## src/rtl/buffer_salidas_l1_pkg.sv

```systemverilog
// rtl/buffer_salidas_l1_pkg.sv - shared widths, lane count and pointer-width helper
package buffer_salidas_l1_pkg;

    localparam int DATA_W_DEF = 8;
    localparam int DEPTH_DEF  = 4;
    localparam int NUM_LANES  = 4;

    // Elaboration-time ceil(log2(value)); DEPTH is a power of two so this is exact.
    function automatic int clog2(input int value);
        int r;
        r = 0;
        for (int i = 0; i < 31; i++) begin
            if ((1 << i) < value) begin
                r = i + 1;
            end
        end
        return r;
    endfunction

endpackage

```

## src/rtl/buffer_salidas_l1_if.sv

```systemverilog
// rtl/buffer_salidas_l1_if.sv - lane push/pop and status bundle of the L1 output buffer
interface buffer_salidas_l1_if #(
    parameter int DATA_W = 8
);
    logic [DATA_W-1:0] Entrada0, Entrada1, Entrada2, Entrada3;
    logic              validEntrada0, validEntrada1, validEntrada2, validEntrada3;
    logic              pop0, pop1, pop2, pop3;
    logic [DATA_W-1:0] Salida0, Salida1, Salida2, Salida3;
    logic              validSalida0, validSalida1, validSalida2, validSalida3;
    logic [3:0]        empty;
    logic [3:0]        full;
    logic [3:0]        almost_full;
    logic [3:0]        overflow;

    modport master (
        output Entrada0, Entrada1, Entrada2, Entrada3,
        output validEntrada0, validEntrada1, validEntrada2, validEntrada3,
        output pop0, pop1, pop2, pop3,
        input  Salida0, Salida1, Salida2, Salida3,
        input  validSalida0, validSalida1, validSalida2, validSalida3,
        input  empty, full, almost_full, overflow
    );

    modport slave (
        input  Entrada0, Entrada1, Entrada2, Entrada3,
        input  validEntrada0, validEntrada1, validEntrada2, validEntrada3,
        input  pop0, pop1, pop2, pop3,
        output Salida0, Salida1, Salida2, Salida3,
        output validSalida0, validSalida1, validSalida2, validSalida3,
        output empty, full, almost_full, overflow
    );
endinterface

```

## src/rtl/buffer_salidas_l1_fifo_carril.sv

```systemverilog
// rtl/buffer_salidas_l1_fifo_carril.sv - single-lane FIFO with registered read, flags and sticky overflow
module fifo_carril
    import buffer_salidas_l1_pkg::*;
#(
    parameter int DATA_W = DATA_W_DEF,
    parameter int DEPTH  = DEPTH_DEF
) (
    input  logic              clk,
    input  logic              reset,
    input  logic [DATA_W-1:0] din,
    input  logic              din_valid,
    input  logic              pop,
    output logic [DATA_W-1:0] dout,
    output logic              dout_valid,
    output logic              empty,
    output logic              full,
    output logic              almost_full,
    output logic              overflow
);
    localparam int AW = clog2(DEPTH);

    logic [DATA_W-1:0] mem [DEPTH];
    logic [AW-1:0]     wr_ptr;
    logic [AW-1:0]     rd_ptr;
    logic [AW:0]       count;
    logic [AW:0]       count_nxt;
    logic              push_ok;
    logic              pop_ok;

    // A pop in the same cycle frees the slot a push into a full lane needs.
    assign pop_ok  = pop & ~empty;
    assign push_ok = din_valid & (~full | pop_ok);

    always_comb begin
        count_nxt = count;
        case ({push_ok, pop_ok})
            2'b10:   count_nxt = count + 1'b1;
            2'b01:   count_nxt = count - 1'b1;
            default: count_nxt = count;
        endcase
    end

    always_ff @(posedge clk or posedge reset) begin
        if (reset) begin
            wr_ptr      <= '0;
            rd_ptr      <= '0;
            count       <= '0;
            dout        <= '0;
            dout_valid  <= 1'b0;
            empty       <= 1'b1;
            full        <= 1'b0;
            almost_full <= 1'b0;
            overflow    <= 1'b0;
        end else begin
            if (push_ok) begin
                wr_ptr <= wr_ptr + 1'b1;
            end
            if (pop_ok) begin
                rd_ptr <= rd_ptr + 1'b1;
                dout   <= mem[rd_ptr];
            end
            dout_valid  <= pop_ok;
            count       <= count_nxt;
            empty       <= (count_nxt == '0);
            full        <= (count_nxt == (AW+1)'(DEPTH));
            almost_full <= (count_nxt >= (AW+1)'(DEPTH - 1));
            if (din_valid & ~push_ok) begin
                overflow <= 1'b1;
            end
        end
    end

    // Storage is not reset: pointers and count alone define what is valid.
    always_ff @(posedge clk) begin
        if (push_ok) begin
            mem[wr_ptr] <= din;
        end
    end

endmodule

```

## src/rtl/buffer_salidas_l1.sv

```systemverilog
// rtl/buffer_salidas_l1.sv - four independent byte-lane FIFOs behind the level-1 1:4 demux
module buffer_salidas_l1
    import buffer_salidas_l1_pkg::*;
#(
    parameter int DATA_W = DATA_W_DEF,
    parameter int DEPTH  = DEPTH_DEF
) (
    input  logic               clk,
    input  logic               reset,
    buffer_salidas_l1_if.slave bus
);
    logic [DATA_W-1:0]    din  [NUM_LANES];
    logic [DATA_W-1:0]    dout [NUM_LANES];
    logic [NUM_LANES-1:0] din_valid;
    logic [NUM_LANES-1:0] pop_req;
    logic [NUM_LANES-1:0] dout_valid;
    logic [NUM_LANES-1:0] empty_v;
    logic [NUM_LANES-1:0] full_v;
    logic [NUM_LANES-1:0] almost_full_v;
    logic [NUM_LANES-1:0] overflow_v;

    assign din[0] = bus.Entrada0;
    assign din[1] = bus.Entrada1;
    assign din[2] = bus.Entrada2;
    assign din[3] = bus.Entrada3;

    assign din_valid = {bus.validEntrada3, bus.validEntrada2, bus.validEntrada1, bus.validEntrada0};
    assign pop_req   = {bus.pop3, bus.pop2, bus.pop1, bus.pop0};

    for (genvar g = 0; g < NUM_LANES; g++) begin : g_lane
        fifo_carril #(
            .DATA_W (DATA_W),
            .DEPTH  (DEPTH)
        ) u_fifo (
            .clk         (clk),
            .reset       (reset),
            .din         (din[g]),
            .din_valid   (din_valid[g]),
            .pop         (pop_req[g]),
            .dout        (dout[g]),
            .dout_valid  (dout_valid[g]),
            .empty       (empty_v[g]),
            .full        (full_v[g]),
            .almost_full (almost_full_v[g]),
            .overflow    (overflow_v[g])
        );
    end

    assign bus.Salida0      = dout[0];
    assign bus.Salida1      = dout[1];
    assign bus.Salida2      = dout[2];
    assign bus.Salida3      = dout[3];
    assign bus.validSalida0 = dout_valid[0];
    assign bus.validSalida1 = dout_valid[1];
    assign bus.validSalida2 = dout_valid[2];
    assign bus.validSalida3 = dout_valid[3];
    assign bus.empty        = empty_v;
    assign bus.full         = full_v;
    assign bus.almost_full  = almost_full_v;
    assign bus.overflow     = overflow_v;

endmodule
```

## src/flat_wrapper.sv

```systemverilog
// flat-port wrapper written by rule: the top's interface ports become plain ports
module buffer_salidas_l1_flat import buffer_salidas_l1_pkg::*;
#(
    parameter int DATA_W = DATA_W_DEF,
    parameter int DEPTH  = DEPTH_DEF
)
  (clk, reset, bus_Entrada0, bus_Entrada1, bus_Entrada2, bus_Entrada3, bus_validEntrada0, bus_validEntrada1, bus_validEntrada2, bus_validEntrada3, bus_pop0, bus_pop1, bus_pop2, bus_pop3, bus_Salida0, bus_Salida1, bus_Salida2, bus_Salida3, bus_validSalida0, bus_validSalida1, bus_validSalida2, bus_validSalida3, bus_empty, bus_full, bus_almost_full, bus_overflow);
  buffer_salidas_l1_if #(.DATA_W(DATA_W)) bus_i ();
  input  logic clk;
  input  logic reset;
  input wire logic [$bits(bus_i.Entrada0)-1:0] bus_Entrada0;
  input wire logic [$bits(bus_i.Entrada1)-1:0] bus_Entrada1;
  input wire logic [$bits(bus_i.Entrada2)-1:0] bus_Entrada2;
  input wire logic [$bits(bus_i.Entrada3)-1:0] bus_Entrada3;
  input wire logic [$bits(bus_i.validEntrada0)-1:0] bus_validEntrada0;
  input wire logic [$bits(bus_i.validEntrada1)-1:0] bus_validEntrada1;
  input wire logic [$bits(bus_i.validEntrada2)-1:0] bus_validEntrada2;
  input wire logic [$bits(bus_i.validEntrada3)-1:0] bus_validEntrada3;
  input wire logic [$bits(bus_i.pop0)-1:0] bus_pop0;
  input wire logic [$bits(bus_i.pop1)-1:0] bus_pop1;
  input wire logic [$bits(bus_i.pop2)-1:0] bus_pop2;
  input wire logic [$bits(bus_i.pop3)-1:0] bus_pop3;
  output wire logic [$bits(bus_i.Salida0)-1:0] bus_Salida0;
  output wire logic [$bits(bus_i.Salida1)-1:0] bus_Salida1;
  output wire logic [$bits(bus_i.Salida2)-1:0] bus_Salida2;
  output wire logic [$bits(bus_i.Salida3)-1:0] bus_Salida3;
  output wire logic [$bits(bus_i.validSalida0)-1:0] bus_validSalida0;
  output wire logic [$bits(bus_i.validSalida1)-1:0] bus_validSalida1;
  output wire logic [$bits(bus_i.validSalida2)-1:0] bus_validSalida2;
  output wire logic [$bits(bus_i.validSalida3)-1:0] bus_validSalida3;
  output wire logic [$bits(bus_i.empty)-1:0] bus_empty;
  output wire logic [$bits(bus_i.full)-1:0] bus_full;
  output wire logic [$bits(bus_i.almost_full)-1:0] bus_almost_full;
  output wire logic [$bits(bus_i.overflow)-1:0] bus_overflow;
  assign bus_i.Entrada0 = bus_Entrada0;
  assign bus_i.Entrada1 = bus_Entrada1;
  assign bus_i.Entrada2 = bus_Entrada2;
  assign bus_i.Entrada3 = bus_Entrada3;
  assign bus_i.validEntrada0 = bus_validEntrada0;
  assign bus_i.validEntrada1 = bus_validEntrada1;
  assign bus_i.validEntrada2 = bus_validEntrada2;
  assign bus_i.validEntrada3 = bus_validEntrada3;
  assign bus_i.pop0 = bus_pop0;
  assign bus_i.pop1 = bus_pop1;
  assign bus_i.pop2 = bus_pop2;
  assign bus_i.pop3 = bus_pop3;
  assign bus_Salida0 = bus_i.Salida0;
  assign bus_Salida1 = bus_i.Salida1;
  assign bus_Salida2 = bus_i.Salida2;
  assign bus_Salida3 = bus_i.Salida3;
  assign bus_validSalida0 = bus_i.validSalida0;
  assign bus_validSalida1 = bus_i.validSalida1;
  assign bus_validSalida2 = bus_i.validSalida2;
  assign bus_validSalida3 = bus_i.validSalida3;
  assign bus_empty = bus_i.empty;
  assign bus_full = bus_i.full;
  assign bus_almost_full = bus_i.almost_full;
  assign bus_overflow = bus_i.overflow;
  buffer_salidas_l1 #(.DATA_W(DATA_W), .DEPTH(DEPTH)) u_core (.clk(clk), .reset(reset), .bus(bus_i));
endmodule
```

## config.mk

```make
export PLATFORM = sky130hd
export DESIGN_NAME = buffer_salidas_l1_flat
export DESIGN_NICKNAME = d
export VERILOG_FILES = /design/src/rtl/buffer_salidas_l1_pkg.sv /design/src/rtl/buffer_salidas_l1_if.sv /design/src/rtl/buffer_salidas_l1_fifo_carril.sv /design/src/rtl/buffer_salidas_l1.sv /design/src/flat_wrapper.sv
export SDC_FILE = /design/constraint.sdc
export NUM_CORES = 1
export LEC_CHECK = 0
export ABC_CLOCK_PERIOD_IN_PS = 3380
export CAP_MARGIN = 20
export CORE_ASPECT_RATIO = 1.4
export CORE_MARGIN = 2
export CORE_UTILIZATION = 42
export CTS_BUF_LIST = sky130_fd_sc_hd__clkbuf_8
export CTS_CLUSTER_DIAMETER = 60
export DETAILED_ROUTE_END_ITERATION = 10
export PLACE_DENSITY = 0.67
export SYNTH_ARGS = -nofsm -noshare
export SYNTH_HDL_FRONTEND = slang
export SYNTH_SLANG_ARGS = --single-unit
```

## constraint.sdc

```tcl
create_clock -name clk -period 3.38 [get_ports clk]
set_clock_uncertainty 0.05 [all_clocks]
set_input_delay 0.845 -clock clk [delete_from_list [all_inputs] [get_ports clk]]
set_output_delay 0.845 -clock clk [all_outputs]
set_load 0.01 [all_outputs]
```

==> flow_summary.json <==
{
  "status": "finished, final reports clean",
  "yosys-top-cells-area": "edfxtp_1, dfrtp_1, mux2i_1, o221ai_1, ha_1",
  "wirelength_mm": 15.19,
  "synthMuxAreaShare_pct": 8.705,
  "crit_start": "bus_pop2",
  "crit_path_max_incr_delay_ns": 0.50,
  "async_reset_ff_share_pct": 38.46,
  "worstMarginPinSlew_ns": 0.9155,
  "synthesis.area_um2": 8394,
  "row_count": 61,
  "gp_congestion": 0.7416,
  "cts-root-buf": "clkbuf_8",
  "ant_nets": 0,
  "hold_violations": 0,
  "leakagePower_nw": 4.058,
  "synth_nets": 587,
  "synth_edf_count": 128,
  "start_kind": "input pin",
  "synth_top_area_share_pct": 45.79,
  "power_mw": 8.881,
  "vias_per_cell": 5.043,
  "clk_latency_ns": 0.48,
  "rr_endpoint": "u_core.g_lane[2].u_fifo.empty",
  "io-pin-count": 94,
  "die_x_um": 123.5,
  "yosys.area_share.simple_pct": 5.903,
  "postCtsSetupBuffers": 0,
  "synth_ff_type": "edfxtp_1",
  "required_ns": 3.75,
  "synth_compound_area_share_pct": 5.753,
  "drc": 0,
  "finalSetupViolations": 0,
  "chipHeight_um": 171.3,
  "pre_cts_slack_ns": 0.1214,
  "finalCriticalPeriod_ns": 2.782,
  "clkPwrFrac_pct": 25.6,
  "final_nets": 687,
  "finalMaxSlewViolations": 0,
  "power_density_nw_per_um2": 875.5,
  "drv_cap": 0,
  "antenna_cells": 0,
  "core_area_um2": 19770,
  "initial_core_util_pct": 42.46,
  "io_buffers": 93,
  "timing.rr.start": "u_core.g_lane[2].u_fifo.empty",
  "synth_xor_xnor_area_share_pct": 2.087,
  "stdcell_area_um2": 10140,
  "layout_commonest_cell": "edfxtp_1",
  "ys_seq_elements": 208,
  "crit_path_end": "u_core.g_lane[2].u_fifo.empty",
  "hp-class": "reg -> reg",
  "critPathKind": "in -> reg",
  "clkTransAtPathRegs_ns": 0.06,
  "drive_above_1_share_pct": 12.07,
  "grt_usage_pct": 14.60,
  "synth_top_family_by_area": "multiplexers",
  "area_growth_pct": 20.85,
  "postSynthCellCount": 521,
  "final.setup.tns_ns": 0,
  "comb_power_share_pct": 28.5,
  "first_iter_violations": 216,
  "fmax_mhz": 359.4,
  "grt_first_pass_wirelength_mm": 24.11,
  "drtPass1Iterations": 4,
  "vdd_drop_max_v": 0.0006260,
  "dieArea_um2": 21150,
  "htreeDepth": 2,
  "crit_path_top_delay_cell": "clkdlybuf4s50_1",
  "grt.overflow.total": 0,
  "switching_share_pct": 30.50,
  "intPower_mw": 6.173,
  "ctsResizeCount": 0,
  "seq_power_share_pct": 45.8,
  "yosys_warnings": 0,
  "yosysTopAreaCell": "edfxtp_1",
  "cts_sinks": 208,
  "period_share_pct": 82.32,
  "worst_slack_ns": 0.5976,
  "p_switching_mw": 2.709,
  "synth_cell_types": 31,
  "antenna_found_initial": 0,
  "synthAdderAreaFrac_pct": 3.935,
  "num_vias": 4529,
  "placed_cell_area_um2": 9427,
  "clockBufferDepth": 3,
  "cts_tree": "built",
  "cts_buffers": 34,
  "yosysSeqAreaShare_pct": 69.70,
  "syn_area_per_cell_um2": 16.11,
  "cp_cell_sequence": "clkdlybuf4s50_1, nand2b_4, a21boi_4, inv_1, ha_1, fa_1, xnor2_1, or3_4, and3_1",
  "rsz0062_at_grt": "no",
  "hpwl_mm": 9.792,
  "hold_buffers": 0,
  "slew_headroom_pct": 38.97,
  "grt_pass1_vias": 4966,
  "grt_start_max_net_pins": 81,
  "cp-end-kind": "flip-flop",
  "placedCellCount": 837,
  "regToRegSetupSlack_ns": 0.96,
  "reg2reg_depth": 7,
  "routedWlPerCell_um": 16.92,
  "crit_arrival_ns": 3.15,
  "layout.cells.non_filler": 898,
  "crit_fanout": 12,
  "layout_common_cells": "edfxtp_1, clkdlybuf4s50_1, dfrtp_1"
}
==> critical path: cells and delay by family <==
kind	cells	cell delay [ns]
simple gates	3	0.69
fa+ha+maj	2	0.69
buf+inv	2	0.56
xor+xnor	1	0.19
compound gates	1	0.18
==> Yosys cell counts, types with 4 or more instances <==
cell type and instances:
ha_1 20, nand2b_1 4, buf_2 8, and2_1 16, o21ai_0 4, fa_1 4, buf_6 4, edfxtp_1 128
nand3_1 4, o221ai_1 32, mux2i_1 64, xnor2_1 20, mux2_2 8, a31o_2 4, dfrtp_1 76, nand2_1 52
buf_4 20, nand2b_4 4, nor3b_1 6, inv_1 17, a21boi_4 4, dfstp_2 4
==> routing by layer <==
| metal | part of all wire (%) | wire, um | GRT usage (%) | vias to the layer above |
|---|---|---|---|---|
| li1 | - | - | - | 2103 |
| met5 | 0 | 0 | 0 | - |
| met2 | 54 | 8216 | 26.68 | 94 |
| met4 | 2.5 | 385 | 6.275 | 0 |
| met3 | 4.2 | 637 | 2.818 | 35 |
| met1 | 39 | 5954 | 16.29 | 2297 |
==> state kept, by name (all words and copies together), names as in the netlist, 8 cells and up <==
signal and cells:
u_core.g_lane.u_fifo.count 12, u_core.g_lane.u_fifo.dout 32, u_core.g_lane.u_fifo.mem 128, u_core.g_lane.u_fifo.rd_ptr 8, u_core.g_lane.u_fifo.wr_ptr 8
==> layout make-up <==
class,instances,area [um^2]
fillers,1636,9623
clock inverters,24,209.0
multi-input cells,262,2215
clock buffers,37,509.2
well taps,252,315.3
repair buffers,98,980.9
inverters,17,65.06
flip-flops and latches,208,5851
==> worst min path at each step <==
stage | from | slack (ns) | to | cells after the start
final | u_core.g_lane[0].u_fifo.overflow | 0.42 | u_core.g_lane[0].u_fifo.overflow | 1
after global placement | u_core.g_lane[3].u_fifo.overflow | 0.40 | u_core.g_lane[3].u_fifo.overflow | 1
after detailed placement | u_core.g_lane[0].u_fifo.overflow | 0.41 | u_core.g_lane[0].u_fifo.overflow | 1
after floorplan | u_core.g_lane[0].u_fifo.overflow | 0.39 | u_core.g_lane[0].u_fifo.overflow | 1
after global routing | u_core.g_lane[0].u_fifo.overflow | 0.44 | u_core.g_lane[0].u_fifo.overflow | 1
after CTS | u_core.g_lane[0].u_fifo.overflow | 0.42 | u_core.g_lane[0].u_fifo.overflow | 1
==> metrics by stage <==
| stage | hold WS [ns] | util [%] |
|---|---|---|
| global route | 0.4354 | 51.32 |
| CTS | 0.4238 | 51.32 |
| floorplan | 0.3928 | - |
| finish | 0.4180 | 51.32 |
| detailed placement | 0.4108 | 47.69 |
| global placement | 0.3978 | 47.69 |
==> power by group through the flow <==
stage	logic (mW)	clock network, mW	registers [mW]
global route	2.82	2.46	4.17
finish	2.53	2.28	4.07
detailed placement	2.57	0	4.13
CTS	2.59	2.34	4.09
floorplan	1.86	0	3.91
global placement	2.45	0	4.08
==> kinds of logic (layout without fill, tap and decap cells) <==
kind of cell,count (synthesis),count (layout)
muxes,72,72
and+or+nand+nor,94,94
DFF,208,208
adders and majority gates,24,24
AOI/OAI and AO/OA,52,52
xor gates and xnor gates,20,20
buffers and inverters,51,176
(Power assumes the default switching activity.)
